[src/rtl/button_conditioner.sv]
// button_conditioner: sync + debounce + press/release pulses per button; optional auto-repeat via BUTTON_AUTO_REPEAT_EN
module button_conditioner #(
  parameter int unsigned N_BTN         = 6,
  parameter int unsigned DEBOUNCE_CYC  = 1250000,
  parameter int unsigned REPEAT_MASK   = 'b011000,
  parameter int unsigned REPEAT_DELAY  = 62500000,
  parameter int unsigned REPEAT_PERIOD = 25000000
) (
  input  logic             clk,
  input  logic             reset,
  input  logic [N_BTN-1:0] btn_raw,
  output logic [N_BTN-1:0] btn_level,
  output logic [N_BTN-1:0] btn_press,
  output logic [N_BTN-1:0] btn_release
);
  localparam int unsigned CW = $clog2(DEBOUNCE_CYC);
  localparam logic [CW-1:0] CTERM = CW'(DEBOUNCE_CYC - 1);

  if (DEBOUNCE_CYC < 2 || REPEAT_DELAY < 1 || REPEAT_PERIOD < 1 || (REPEAT_MASK >> N_BTN) != 0) begin : g_bad_cfg
    $error("button_conditioner: illegal parameter set");
  end

  logic [N_BTN-1:0] s1_q, s2_q, level_q, level_d, press_q, release_q, rep_fire;
  logic [CW-1:0]    cnt_q [N_BTN];
  logic [CW-1:0]    cnt_d [N_BTN];

  // Debounce: level follows s2 only after DEBOUNCE_CYC consecutive mismatching cycles
  always_comb begin
    for (int i = 0; i < N_BTN; i++) begin
      cnt_d[i]   = (s2_q[i] == level_q[i] || cnt_q[i] == CTERM) ? '0 : cnt_q[i] + 1'b1;
      level_d[i] = (s2_q[i] != level_q[i] && cnt_q[i] == CTERM) ? s2_q[i] : level_q[i];
    end
  end

  // Synchroniser, debounce state and registered edge pulses
  always_ff @(posedge clk) begin
    if (reset) begin
      s1_q      <= '0;
      s2_q      <= '0;
      level_q   <= '0;
      press_q   <= '0;
      release_q <= '0;
      for (int i = 0; i < N_BTN; i++) cnt_q[i] <= '0;
    end else begin
      s1_q      <= btn_raw;
      s2_q      <= s1_q;
      level_q   <= level_d;
      press_q   <= (level_d & ~level_q) | rep_fire;
      release_q <= ~level_d & level_q;
      for (int i = 0; i < N_BTN; i++) cnt_q[i] <= cnt_d[i];
    end
  end

`ifdef BUTTON_AUTO_REPEAT_EN
  localparam int unsigned RMAX = (REPEAT_DELAY > REPEAT_PERIOD) ? REPEAT_DELAY : REPEAT_PERIOD;
  localparam int unsigned RW = $clog2(RMAX + 1);
  localparam logic [RW-1:0] RDLY = RW'(REPEAT_DELAY);
  localparam logic [RW-1:0] RPER = RW'(REPEAT_PERIOD);

  logic [RW-1:0]    rcnt_q [N_BTN];
  logic [RW-1:0]    rcnt_d [N_BTN];
  logic [N_BTN-1:0] rhold, rfirst_q, rfirst_d;

  // Repeat timer: runs while a masked level stays high; first wait is DELAY, later waits PERIOD
  always_comb begin
    for (int i = 0; i < N_BTN; i++) begin
      rhold[i]    = REPEAT_MASK[i] && level_q[i] && level_d[i];
      rep_fire[i] = rhold[i] && (rcnt_q[i] + 1'b1) == (rfirst_q[i] ? RPER : RDLY);
      rcnt_d[i]   = (!rhold[i] || rep_fire[i]) ? '0 : rcnt_q[i] + 1'b1;
      rfirst_d[i] = rhold[i] && (rfirst_q[i] || rep_fire[i]);
    end
  end

  // Repeat timer state
  always_ff @(posedge clk) begin
    if (reset) begin
      rfirst_q <= '0;
      for (int i = 0; i < N_BTN; i++) rcnt_q[i] <= '0;
    end else begin
      rfirst_q <= rfirst_d;
      for (int i = 0; i < N_BTN; i++) rcnt_q[i] <= rcnt_d[i];
    end
  end
`else
  assign rep_fire = '0;
`endif

  assign btn_level   = level_q;
  assign btn_press   = press_q;
  assign btn_release = release_q;
endmodule
[config.mk]
export PLATFORM = sky130hd
export DESIGN_NAME = button_conditioner
export DESIGN_NICKNAME = d
export VERILOG_FILES = /design/src/rtl/button_conditioner.sv
export SDC_FILE = /design/constraint.sdc
export NUM_CORES = 1
export LEC_CHECK = 0
export CAP_MARGIN = 10
export CORE_MARGIN = 4
export CORE_UTILIZATION = 60
export CTS_BUF_LIST = sky130_fd_sc_hd__clkbuf_8
export CTS_CLUSTER_DIAMETER = 50
export DETAILED_ROUTE_END_ITERATION = 10
export PLACE_DENSITY = 0.77
export SLEW_MARGIN = 40
export SYNTH_ARGS = -nofsm -noshare
export SYNTH_HDL_FRONTEND = slang
export SYNTH_SLANG_ARGS = --single-unit
[constraint.sdc]
create_clock -name clk -period 6.2 [get_ports clk]
set_clock_uncertainty 0.1 [all_clocks]
set_input_delay 0.62 -clock clk [delete_from_list [all_inputs] [get_ports clk]]
set_output_delay 0.62 -clock clk [all_outputs]
set_load 0.05 [all_outputs]
==> flow_metrics.py <==
metrics = {
    "status": {
        "status": "finished clean",
    },
    "setup_path": {
        "worst-endpoint-required_ns": 6.44,
        "path_max_fanout": 12,
        "worstPathCellList": "or4_1 > or4_4 > o21ai_1 > buf_4 > a21oi_1",
        "max_stage_delay_ns": 0.56,
        "r2r_cells": 5,
        "crit_path_end_kind": "register",
        "worst-setup-path-type": "register to register",
        "start_kind": "register",
        "cpMaxStageDelayCell": "or4_4",
        "crit_arrival_ns": 2.74,
    },
    "timing": {
        "min_period_ns": 2.50,
        "fin_tns_setup_ns": 0,
        "min_period_over_period": 0.404,
        "fmax_mhz": 399,
        "rsz0062_at_grt": "no",
        "slew_violations": 0,
        "hold_viol": 0,
        "setup_viol": 0,
        "fin_hold_ws_ns": 0.340,
        "maxSlewHeadroom": 0.473,
        "worst_slew_pin_slew_ns": 0.790,
    },
    "cells_and_area": {
        "multi_input_area_mm2": 0.00342,
        "register_area_mm2": 0.00312,
        "instances_no_fill": 943,
        "drive_gt1_frac": 0.0598,
        "area.growth.synth_to_final_pct": 11.2,
        "diodes": 0,
        "layout_common_cells": "dfxtp_1, nor2_1, a21oi_1",
        "nets": 808,
        "fill_cells": 857,
        "final_common_cell": "dfxtp_1",
    },
    "synth": {
        "syn_area_mm2": 0.00672,
        "synth_nets": 783,
        "synth_top_family_by_area": "simple AND/OR/NAND/NOR gates",
        "synth-compound-area-share": 0.0931,
        "synth.area.mux_share": 0,
        "yosys.area_share.adder": 0.0112,
        "yosysSeqAreaShare": 0.465,
        "synth_cell_types": 40,
        "synth-simple-area-share": 0.312,
        "synthXorXnorAreaFrac": 0.0912,
        "syn_avg_cell_area_um2": 8.74,
        "synth-edff-count": 0,
        "ys_ff_latch": 156,
        "yosysWarnings": 0,
        "ys.flop_type": "dfxtp_1",
        "async_reset_ff_frac": 0,
        "synth_cells": 769,
    },
    "clocking": {
        "clkLatencyLatePin_ns": 0.45,
        "cts_tree": "done",
        "cts_resized": 0,
        "ctsRootBufferMaster": "clkbuf_8",
        "clk_pin_slew_ns": 0.08,
        "clkSinkCount": 156,
        "holdBufCountCts": 0,
        "clock_path_buffers": 2,
        "numCtsBuffers": 17,
        "h-tree-depth": 4,
        "post_cts.repair.setup_buffers": 0,
    },
    "place": {
        "gp_congestion": 0.841,
        "port-buffer-count": 25,
        "hpwl_um": 9060,
        "dp_cells": 915,
    },
    "grt": {
        "grtUsageMet2": 0.352,
        "grt_busiest_layer": "met2",
        "antenna_found_initial": 0,
        "grt_max_degree": 33,
        "grt_pass1_wl_um": 22400,
        "grt_use_met3": 0.0573,
        "grt_pass1_vias": 5192,
        "grt_overflow": 0,
        "grtUsageTotal": 0.209,
        "met1_usage": 0.253,
    },
    "die": {
        "start_util": 0.617,
        "core_area_mm2": 0.0109,
        "die_h_um": 114,
        "fp.dieW_um": 114,
        "placementRows": 38,
        "die_area_mm2": 0.0130,
        "ioPinCount": 26,
    },
    "power_and_ir_drop": {
        "power_density_mw_per_mm2": 239,
        "leakagePower_nw": 2.19,
        "irDropWorstVdd_mv": 0.273,
    },
    "drt": {
        "num_vias": 5462,
        "antenna_left": 0,
        "drtIter0Drc": 374,
        "wl_per_cell_um": 13.7,
        "drtPass1Iterations": 5,
        "drc": 0,
        "avgViaCountPerCell": 5.79,
        "drt_wl_total_um": 13000,
    },
    "worst_hold_path": {
        "hp-class": "register to register",
        "holdPathStages": 1,
    },
    "job": {
        "cap_violations": 0,
    },
}
-- flip-flops by register name (all words and copies together) (netlist names) --
signal / flops
cnt_q: 126
btn_level: 6
btn_press: 6
btn_release: 6
s1_q: 6
s2_q: 6
-- layer usage --
layer | vias to the layer above | part of all wire | routed length (um)
met5 | - | 0 | 0
met4 | 0 | 0.012 | 150
met3 | 14 | 0.036 | 472
met2 | 93 | 0.48 | 6280
met1 | 2557 | 0.47 | 6060
li1 | 2798 | - | -
-- report_power, final --
| part | internal, mW | switching [mW] |
|---|---|---|
| Combinational | 0.00922 | 0.0125 |
| Sequential | 1.01 | 0.00277 |
| Clock | 0.406 | 0.347 |
-- path summary, 6_finish.rpt --
path / start / slack [ns] / end
max reg2reg: cnt_q[4][14] / 3.70 / cnt_q[4][17]
min: s1_q[3] / 0.34 / s2_q[3]
min reg2reg: s1_q[3] / 0.34 / s2_q[3]
max: cnt_q[4][14] / 3.70 / cnt_q[4][17]
-- cell type report --
type | instances | area share
Tap cell | 140 | 0.0234
Timing Repair Buffer | 30 | 0.0385
Multi-Input combinational cell | 566 | 0.457
Inverter | 23 | 0.0116
Clock inverter | 9 | 0.0166
Clock buffer | 19 | 0.0350
Sequential cell | 156 | 0.418
-- worst max-delay path, delay by kind of cell (launching register included) --
kind | cells | cell delay [ns]
buffers and inverters | 1 | 0.29
AND/OR/NAND/NOR | 2 | 1.09
AO/OA/AOI/OAI | 2 | 0.55
flip-flops | 1 | 0.35
-- kinds of logic after synthesis --
logic type	Yosys count
AO/OA/AOI/OAI	112
XOR/XNOR	70
AND/OR/NAND/NOR	378
adder cells (fa/ha/maj)	6
flip-flops	156
buffers and inverters	47
-- cells in the mapped netlist, types with 2 or more instances --
cell        n  area, um2
o21ai_0    33        165
nor3_1     23        115
xnor2_1    46        403
or3_1      34        213
or2_2       5       31.3
buf_2       4       20.0
nor2b_1    13       81.3
clkbuf_1   18       67.6
and2_1      8       50.1
dfxtp_1   156       3120
or4_1      28        210
o21ai_1     3       15.0
xor2_1     24        210
ha_1        6       75.1
and3_1     15       93.8
nor2_1     81        304
a21oi_1    55        275
nor4b_1    10       87.6
nand4_1    26        163
and4_1      9       78.8
nand3_1    40        200
nand2_1    42        158
nand2b_1   12       75.1
or4_4       3       33.8
or3b_2      2       17.5
nor4_1     21        131
inv_1      23       86.3
o31ai_1    17        128
-- metrics by stage --
step                instance area (um2)  power (mW)   util  setup slack, ns
floorplan                          6720        1.05      -             4.10
global placement                   7080        1.05  0.651             3.46
detailed placement                 7090        1.05  0.651             3.64
CTS                                7470        1.80  0.686             3.69
global route                       7470        1.84  0.686             3.54
finish                             7470        1.78  0.686             3.70
(Power assumes the default switching activity.)
